===== config.mk =====
export PLATFORM = sky130hd
export DESIGN_NAME = ps2_alu_sequencer_flat
export DESIGN_NICKNAME = d
export VERILOG_FILES = /design/src/rtl/ps2_alu_sequencer_if.sv /design/src/rtl/ps2_alu_sequencer.sv /design/src/flat_wrapper.sv
export SDC_FILE = /design/constraint.sdc
export NUM_CORES = 1
export LEC_CHECK = 0
export BUFFER_PORTS_ARGS = -buffer_cell sky130_fd_sc_hd__clkbuf_2
export CAP_MARGIN = 30
export CORE_MARGIN = 4
export CORE_UTILIZATION = 54
export CTS_CLUSTER_SIZE = 8
export DETAILED_ROUTE_END_ITERATION = 10
export PLACE_DENSITY = 0.84
export SLEW_MARGIN = 10
export SYNTH_ARGS = -nofsm -noshare
export SYNTH_HDL_FRONTEND = slang
export SYNTH_SLANG_ARGS = --single-unit

===== constraint.sdc =====
create_clock -name CLK100MHZ -period 1.65 [get_ports CLK100MHZ]
set_input_delay 0.165 -clock CLK100MHZ [delete_from_list [all_inputs] [get_ports CLK100MHZ]]
set_output_delay 0.165 -clock CLK100MHZ [all_outputs]
set_load 0.005 [all_outputs]

===== src/rtl/ps2_alu_sequencer_if.sv =====
// Keyboard-side lines plus the operand/operator bus presented to the ALU and display.
// The keyboard owns PS2_CLK/PS2_DATA; the sequencer owns every other signal.
interface ps2_alu_sequencer_if #(
  parameter int WIDTH = 4
);
  logic             PS2_CLK;
  logic             PS2_DATA;
  logic [WIDTH-1:0] a_out;
  logic [WIDTH-1:0] b_out;
  logic [1:0]       op_out;
  logic             alu_go;
  logic [2:0]       state_out;
  logic             frame_err;

  modport master (
    output PS2_CLK, PS2_DATA,
    input  a_out, b_out, op_out, alu_go, state_out, frame_err
  );

  modport slave (
    input  PS2_CLK, PS2_DATA,
    output a_out, b_out, op_out, alu_go, state_out, frame_err
  );
endinterface


===== src/rtl/ps2_alu_sequencer.sv =====
// PS/2 receiver and A/op/B/Enter entry FSM; alu_go lands two cycles after the stop-bit edge is seen.
// No backpressure: keys are acted on once. Macro PS2_PARITY_CHECK_EN enables odd-parity rejection.
module ps2_alu_sequencer #(
  parameter int WIDTH       = 4,
  parameter int TIMEOUT_CYC = 200000,
  parameter int SYNC_STAGES = 2
) (
  input logic                CLK100MHZ,
  input logic                reset,
  ps2_alu_sequencer_if.slave bus
);
  localparam int TW = $clog2(TIMEOUT_CYC + 1);

  typedef enum logic [2:0] {
    S_A    = 3'd0,
    S_OP   = 3'd1,
    S_B    = 3'd2,
    S_EQ   = 3'd3,
    S_DONE = 3'd4
  } state_t;

  logic [SYNC_STAGES-1:0] clk_sync;
  logic [SYNC_STAGES-1:0] dat_sync;
  logic                   clk_prev;
  logic                   fall;
  logic                   ps2_bit;
  logic [3:0]             bitcnt;
  logic [8:0]             shreg;
  logic [TW-1:0]          tcnt;
  logic                   par_ok;
  logic                   key_vld;
  logic [7:0]             key_dat;
  logic                   frame_err;
  logic                   brk;

  state_t           state, state_nxt;
  logic [WIDTH-1:0] a_q, a_nxt, b_q, b_nxt;
  logic [1:0]       op_q, op_nxt;
  logic             go_q, go_nxt;

  logic             act, is_digit, is_op, is_enter, is_esc;
  logic [3:0]       digit;
  logic [1:0]       op_code;

  // Lines idle high, so resetting the synchronisers high avoids a phantom edge.
  always_ff @(posedge CLK100MHZ) begin
    if (reset) begin
      clk_sync <= '1;
      dat_sync <= '1;
      clk_prev <= 1'b1;
    end else begin
      clk_sync <= {clk_sync[SYNC_STAGES-2:0], bus.PS2_CLK};
      dat_sync <= {dat_sync[SYNC_STAGES-2:0], bus.PS2_DATA};
      clk_prev <= clk_sync[SYNC_STAGES-1];
    end
  end

  assign fall    = clk_prev & ~clk_sync[SYNC_STAGES-1];
  assign ps2_bit = dat_sync[SYNC_STAGES-1];

`ifdef PS2_PARITY_CHECK_EN
  logic par_bit;
  always_ff @(posedge CLK100MHZ) begin
    if (reset)
      par_bit <= 1'b0;
    else if (fall && bitcnt == 4'd9)
      par_bit <= ps2_bit;
  end
  assign par_ok = ^{shreg[8:1], par_bit};
`else
  assign par_ok = 1'b1;
`endif

  // shreg collects start + D0..D7 (start ends in bit 0); the stop bit is checked live.
  always_ff @(posedge CLK100MHZ) begin
    if (reset) begin
      bitcnt    <= 4'd0;
      shreg     <= 9'd0;
      tcnt      <= '0;
      key_vld   <= 1'b0;
      key_dat   <= 8'd0;
      frame_err <= 1'b0;
    end else begin
      key_vld   <= 1'b0;
      frame_err <= 1'b0;
      if (fall) begin
        tcnt <= '0;
        if (bitcnt == 4'd10) begin
          bitcnt <= 4'd0;
          if (!shreg[0] && ps2_bit && par_ok) begin
            key_vld <= 1'b1;
            key_dat <= shreg[8:1];
          end else begin
            frame_err <= 1'b1;
          end
        end else begin
          if (bitcnt <= 4'd8)
            shreg <= {ps2_bit, shreg[8:1]};
          bitcnt <= bitcnt + 4'd1;
        end
      end else if (bitcnt != 4'd0) begin
        if (tcnt == TW'(TIMEOUT_CYC - 1)) begin
          bitcnt    <= 4'd0;
          tcnt      <= '0;
          frame_err <= 1'b1;
        end else begin
          tcnt <= tcnt + 1'b1;
        end
      end else begin
        tcnt <= '0;
      end
    end
  end

  // E0 needs no state: it decodes as an unmapped byte, and its follower maps as plain.
  always_ff @(posedge CLK100MHZ) begin
    if (reset)
      brk <= 1'b0;
    else if (key_vld)
      brk <= brk ? 1'b0 : (key_dat == 8'hF0);
  end

  assign act = key_vld & ~brk;

  always_comb begin
    is_digit = 1'b0;
    digit    = 4'd0;
    is_op    = 1'b0;
    op_code  = 2'b00;
    is_enter = 1'b0;
    is_esc   = 1'b0;
    case (key_dat)
      8'h45: begin is_digit = 1'b1; digit = 4'd0; end
      8'h16: begin is_digit = 1'b1; digit = 4'd1; end
      8'h1E: begin is_digit = 1'b1; digit = 4'd2; end
      8'h26: begin is_digit = 1'b1; digit = 4'd3; end
      8'h25: begin is_digit = 1'b1; digit = 4'd4; end
      8'h2E: begin is_digit = 1'b1; digit = 4'd5; end
      8'h36: begin is_digit = 1'b1; digit = 4'd6; end
      8'h3D: begin is_digit = 1'b1; digit = 4'd7; end
      8'h3E: begin is_digit = 1'b1; digit = 4'd8; end
      8'h46: begin is_digit = 1'b1; digit = 4'd9; end
      8'h79: begin is_op = 1'b1; op_code = 2'b00; end
      8'h7B: begin is_op = 1'b1; op_code = 2'b01; end
      8'h31: begin is_op = 1'b1; op_code = 2'b10; end
      8'h44: begin is_op = 1'b1; op_code = 2'b11; end
      8'h5A: is_enter = 1'b1;
      8'h76: is_esc   = 1'b1;
      default: ;
    endcase
  end

  always_ff @(posedge CLK100MHZ) begin
    if (reset) begin
      state <= S_A;
      a_q   <= '0;
      b_q   <= '0;
      op_q  <= 2'b00;
      go_q  <= 1'b0;
    end else begin
      state <= state_nxt;
      a_q   <= a_nxt;
      b_q   <= b_nxt;
      op_q  <= op_nxt;
      go_q  <= go_nxt;
    end
  end

  always_comb begin
    state_nxt = state;
    a_nxt     = a_q;
    b_nxt     = b_q;
    op_nxt    = op_q;
    go_nxt    = 1'b0;
    if (act) begin
      if (is_esc) begin
        a_nxt     = '0;
        b_nxt     = '0;
        op_nxt    = 2'b00;
        state_nxt = S_A;
      end else begin
        case (state)
          S_A: if (is_digit) begin
            a_nxt     = WIDTH'(digit);
            state_nxt = S_OP;
          end
          S_OP: if (is_digit) begin
            a_nxt = WIDTH'(digit);
          end else if (is_op) begin
            op_nxt    = op_code;
            state_nxt = S_B;
          end
          S_B: if (is_digit) begin
            b_nxt     = WIDTH'(digit);
            state_nxt = S_EQ;
          end else if (is_op) begin
            op_nxt = op_code;
          end
          S_EQ: if (is_enter) begin
            go_nxt    = 1'b1;
            state_nxt = S_DONE;
          end else if (is_digit) begin
            b_nxt = WIDTH'(digit);
          end
          S_DONE: if (is_digit) begin
            a_nxt     = WIDTH'(digit);
            b_nxt     = '0;
            state_nxt = S_OP;
          end else if (is_enter) begin
            go_nxt = 1'b1;
          end
          default: state_nxt = S_A;
        endcase
      end
    end
  end

  assign bus.a_out     = a_q;
  assign bus.b_out     = b_q;
  assign bus.op_out    = op_q;
  assign bus.alu_go    = go_q;
  assign bus.state_out = state;
  assign bus.frame_err = frame_err;
endmodule


===== src/flat_wrapper.sv =====
// flat-port wrapper written by rule: the top's interface ports become plain ports
module ps2_alu_sequencer_flat 
#(
  parameter int WIDTH       = 4,
  parameter int TIMEOUT_CYC = 200000,
  parameter int SYNC_STAGES = 2
)
  (CLK100MHZ, reset, bus_PS2_CLK, bus_PS2_DATA, bus_a_out, bus_b_out, bus_op_out, bus_alu_go, bus_state_out, bus_frame_err);
  ps2_alu_sequencer_if #(.WIDTH(WIDTH)) bus_i ();
  input logic CLK100MHZ;
  input logic reset;
  input wire logic [$bits(bus_i.PS2_CLK)-1:0] bus_PS2_CLK;
  input wire logic [$bits(bus_i.PS2_DATA)-1:0] bus_PS2_DATA;
  output wire logic [$bits(bus_i.a_out)-1:0] bus_a_out;
  output wire logic [$bits(bus_i.b_out)-1:0] bus_b_out;
  output wire logic [$bits(bus_i.op_out)-1:0] bus_op_out;
  output wire logic [$bits(bus_i.alu_go)-1:0] bus_alu_go;
  output wire logic [$bits(bus_i.state_out)-1:0] bus_state_out;
  output wire logic [$bits(bus_i.frame_err)-1:0] bus_frame_err;
  assign bus_i.PS2_CLK = bus_PS2_CLK;
  assign bus_i.PS2_DATA = bus_PS2_DATA;
  assign bus_a_out = bus_i.a_out;
  assign bus_b_out = bus_i.b_out;
  assign bus_op_out = bus_i.op_out;
  assign bus_alu_go = bus_i.alu_go;
  assign bus_state_out = bus_i.state_out;
  assign bus_frame_err = bus_i.frame_err;
  ps2_alu_sequencer #(.WIDTH(WIDTH), .TIMEOUT_CYC(TIMEOUT_CYC), .SYNC_STAGES(SYNC_STAGES)) u_core (.CLK100MHZ(CLK100MHZ), .reset(reset), .bus(bus_i));
endmodule

# Yosys cells after proc, flatten, opt, wreduce, memory -nomap -nowiden
# Index checks and enable logic that the tools add are counted.
[word_totals]
out_inout_bits = 15
word_cells = 122
ff_bits = 61
[op_classes]
n_reduce_logical = 26
n_eq_ne = 31
order_cmp = 1
n_addsub = 2
n_bitwise = 8
mux = 39
[op_table]
columns = ["cell", "n"]
rows = [
  ["$eq A8 B6 Y1 const B", 7],
  ["$eq A8 B7 Y1 const B", 7],
  ["$mux W4", 11],
  ["$pmux W4 S9", 1],
  ["$add A18 B1 Y18 const B", 1],
  ["$eq A18 B18 Y1 const B", 1],
  ["$mux W3", 6],
  ["$eq A8 B5 Y1 const B", 2],
  ["$ne A3 B1 Y1 const B", 5],
  ["$mux W1", 13],
  ["$pmux W3 S4", 1],
  ["$pmux W4 S3", 1],
  ["$reduce_bool A2 Y1", 6],
  ["$reduce_or A10 Y1", 1],
  ["$reduce_and A3 Y1", 3],
  ["$reduce_or A3 Y1", 3],
  ["$eq A8 B8 Y1 const B", 1],
  ["$mux W2", 4],
  ["$reduce_and A4 Y1", 2],
  ["$reduce_bool A4 Y1", 2],
  ["$reduce_or A4 Y1", 2],
  ["$eq A3 B2 Y1 const B", 2],
  ["$ne A3 B3 Y1 const B", 2],
  ["$not A1 Y1", 6],
  ["other kinds (15)", 17],
]

# Longest topological paths before layout
[logic_depth]
ltp_word = 7
mapped_depth = 8

# Worst setup path before layout
# OpenSTA, ideal clock, no wires.
[synth_path]
kind = "register -> register"
from = "reg u_core.key_dat[1]"
to = "reg u_core.state[0], in the netlist u_core.bus.state_out[0]"
setup_time_ns = 0.121
arrival_ns = 1.658
path_buffers = 1
setup_slack_ns = -0.130
synth_period_minus_slack_ns = 1.780
required_ns = 1.529
path_stages_with_launch = 8
cell_sequence = "dfxtp_1 buf_4 and2b_1 a2bb2oi_1 o21ai_2 o31a_1 o211ai_2 mux2_4"
[synth_between]
elab_chain_len = 5
word_cells_on_any_way = 29
[synth_rtl]
columns = ["item", "line_no", "source"]
rows = [
  ["start, declared", "ps2_alu_sequencer.sv:32", "logic [7:0] key_dat;"],
  ["start signal, assigned", "ps2_alu_sequencer.sv:92", "key_dat <= shreg[8:1];"],
  ["$eq A8 B7 Y1, or another cell as far along", "ps2_alu_sequencer.sv:132", "case (key_dat)"],
  ["$reduce_or A10 Y1 (no source line) / $reduce_or A4 Y1 (equally long branches)", "-", ""],
  ["$mux W1", "ps2_alu_sequencer.sv:132", ""],
  ["$ne A3 B1 Y1 (no source line) / $ne A3 B3 Y1 (equally long branches)", "-", ""],
  ["$reduce_and A6 Y1 (no source line)", "-", ""],
  ["end signal, assigned", "ps2_alu_sequencer.sv:161", "state <= state_nxt;"],
  ["end, declared", "ps2_alu_sequencer.sv:36", "state_t state, state_nxt;"],
]
# Parallel ways exist; a longest one is shown, timed or not.
# A chain may end at the register's enable or synchronous reset.

# Worst setup path after layout
[layout_path]
from = "reg u_core.key_dat[4]"
to = "reg u_core.state[0], in the netlist u_core.bus.state_out[0]"
# The elaborated chain is that of the path after synthesis.

==> results.yml <==
critical_path:
  cp_top_family: "compound AO/OA/AOI/OAI gates"
  cp_data_arrival_time_ns: 1.99
  rrSetupSlack_ns: -0.11
  worstSetupPathType: "flip-flop to flip-flop"
  cp_num_buf_inv: 0
  crit_path_max_fanout: 11
  endpoint_kind: "flip-flop"
  required_ns: 1.88
  slowest_delay_ns: 0.40
  startpoint_type: "flip-flop"
  slowest_stage: "dfxtp_4"
  worstPathCellList: "nor3_2, nand4_1, o21ai_2, o31a_1, o211ai_2, mux2_4"
logic_synthesis:
  syn_area_per_cell_sq_um: 8.80
  synth-seq-area-share_pct: 40.8
  synthDistinctLibCells: 55
  yosysWarnings: 0
  synth_fp_nets: 345
  synth_edf_count: 0
  ys_ff_latch: 61
  ys.flop_type: "dfxtp_1"
  synth-async-reset-ratio_pct: 0
  netlist_area_sq_um: 2990
  synthCells: 340
route:
  wl_per_cell_microns: 14.7
  via_count: 2626
  drt-vias-per-instance: 5.45
  drtPass1Iterations: 4
  routed_wl_mm: 7.09
  drt_iter0_drc: 139
  antenna_left: 0
  drc: 0
pwr:
  seqPwrFrac_pct: 51.2
  ir_drop_uv: 625
  p_sw_mw: 0.619
  p_leak_nw: 1.68
  internal-power_mw: 2.28
  power_mw: 2.90
  pwr-share-clk_pct: 46.3
  p_per_area_nw_per_um2: 748
  switching_share_pct: 21.3
  combPwrFrac_pct: 2.5
placed_design:
  dp.cells: 459
  io_buffers: 18
  gp_congestion: 0.912
  dp.final_hpwl_mm: 4.76
clocking:
  cts_root_buffer: "clkbuf_8"
  cts_tree: "done"
  clock_sinks: 61
  clk_pin_slew_ns: 0.06
  insertion_delay_ns: 0.35
  clock_path_buffers: 2
  numCtsBuffers: 9
  htreeDepth: 3
final_layout:
  final_cell_mix: "nor2_1, buf_4, dfxtp_1"
  multiInputGateArea_sq_um: 1760
  final_util_pct: 74.0
  antennaDiodeCount: 0
  fillCellCount: 334
  drive_gt1_share_pct: 35.2
  final-seq-area_sq_um: 1240
  final_common_cell: "nor2_1"
  fin_cells: 482
  layout.nets: 413
  area_growth_pct: 29.5
timing:
  fin_crit_ns: 1.76
  fmax_mhz: 567
  setup_viol: 15
  tightest_slew_ns: 0.481
  finClkSkew_ns: 0.0112
  slew_viol_final: 0
  finalCritPeriodShare_pct: 107
  worst_slack_ns: -0.114
  rsz0062_at_grt: "true"
  slew_headroom_pct: 67.6
  hold_viol: 0
floorplan:
  die_x_microns: 82.4
  row_count: 26
  initial_core_util_pct: 57.1
  pin_count: 19
  die_h_microns: 82.4
  coreArea_sq_um: 5240
  die-area_sq_um: 6790
grt:
  grt-ovfl-total: 0
  antenna_found_initial: 0
  grt_first_pass_wirelength_mm: 11.6
  grt_max_degree: 22
  grt_usage_pct: 22.6
  grt_pass1_vias: 2621
flow_run:
  cap_violations: 0
run_status:
  violations: "negative setup slack"
  status: "complete, but fails checks"
min_path:
  worstHoldPathType: "input port to flip-flop"
metal layers:
| metal | up-vias | wire, microns | track usage, % |
|---|---|---|---|
| li1 | 1308 | - | - |
| met2 | 43 | 3800 | 40.8 |
| met1 | 1252 | 2920 | 24.0 |
| met5 | - | 0 | 0 |
| met4 | 0 | 157 | 9.63 |
| met3 | 23 | 220 | 6.94 |
logic make-up after synthesis:
| group | share of synthesized area (%) |
|---|---|
| AOI/OAI and AO/OA | 8.95 |
| xor gates and xnor gates | 5.56 |
| adders and majority gates | 0.418 |
| buffers and inverters | 4.56 |
| DFF | 40.8 |
| muxes | 10.6 |
| and+or+nand+nor | 29.1 |
cell usage after synthesis (3+ instances only):
cell | number | area (sq um)
clkbuf_1 | 13 | 48.8
a21oi_1 | 9 | 45.0
inv_1 | 5 | 18.8
o21ai_0 | 8 | 40.0
nand3_1 | 11 | 55.1
dfxtp_1 | 61 | 1220
nor2b_1 | 7 | 43.8
and2_1 | 4 | 25.0
nor2_1 | 60 | 225
or2_2 | 5 | 31.3
buf_2 | 4 | 20.0
nor4_1 | 4 | 25.0
nand4_1 | 6 | 37.5
o21ai_2 | 4 | 35.0
nand2b_1 | 8 | 50.1
xnor2_1 | 10 | 87.6
xor2_1 | 9 | 78.8
nand3b_1 | 4 | 30.0
nor3_1 | 8 | 40.0
nand2_1 | 22 | 82.6
and4b_1 | 3 | 30.0
mux2i_1 | 28 | 280
buf_6 | 3 | 33.8
and3_1 | 6 | 37.5
state kept, by name (all words and copies together) (netlist names):
register and count:
u_core.bus.state_out 3, u_core.bus.frame_err 1, u_core.bus.alu_go 1, u_core.key_dat 8, u_core.tcnt 18, u_core.bitcnt 4, u_core.key_vld 1, u_core.bus.b_out 4
u_core.bus.a_out 4, u_core.dat_sync 2, u_core.clk_sync 2, u_core.bus.op_out 2, u_core.clk_prev 1, u_core.shreg 9, u_core.brk 1
layout make-up:
cell class                      count  share of cell area (%)
Multi-Input combinational cell    252                    45.3
Sequential cell                    61                    32.0
Timing Repair Buffer               79                    14.8
Clock buffer                       12                    4.00
Tap cell                           70                    2.26
Clock inverter                      3                    1.16
Inverter                            5                   0.484
what timing repair did:
item                                    in CTS  in global routing
pin swaps                                    6                 13
hold endpoints to repair                     2                  0
endpoints found under the setup margin      19                 28
hold buffers                                 2                  0
setup buffers                                3                  4
gates resized for setup                     17                 20
worst paths after layout:
path                       from                 endpoint  depth (start not counted)
min reg2reg  u_core.clk_sync[0]       u_core.clk_sync[1]                          1
max           u_core.key_dat[4]  u_core.bus.state_out[0]                          6
max reg2reg   u_core.key_dat[4]  u_core.bus.state_out[0]                          6
min                       reset         u_core.bitcnt[2]                          2
stage by stage:
stage | setup slack [ns] | hold slack (ns) | setup TNS [ns] | instance area [sq um]
after global routing | -0.221 | 0.192 | -2.57 | 3870
after floorplan | -0.0748 | 0.269 | -0.237 | 3030
after CTS | -0.107 | 0.169 | -0.660 | 3780
after detailed placement | -0.155 | 0.359 | -1.47 | 3480
after global placement | -0.106 | 0.349 | -0.713 | 3480
final | -0.114 | 0.180 | -0.746 | 3870
power groups by stage:
stage | combinational (mW) | clock, mW | sequential [mW]
2_1_floorplan | 0.0472 | 0 | 1.52
3_3_place_gp | 0.0626 | 0 | 1.52
3_5_place_dp | 0.0652 | 0 | 1.52
4_1_cts | 0.0694 | 1.38 | 1.49
5_1_grt | 0.0800 | 1.43 | 1.49
6_report | 0.0724 | 1.34 | 1.48
No activity file was read; power rests on OpenSTA's default activity.
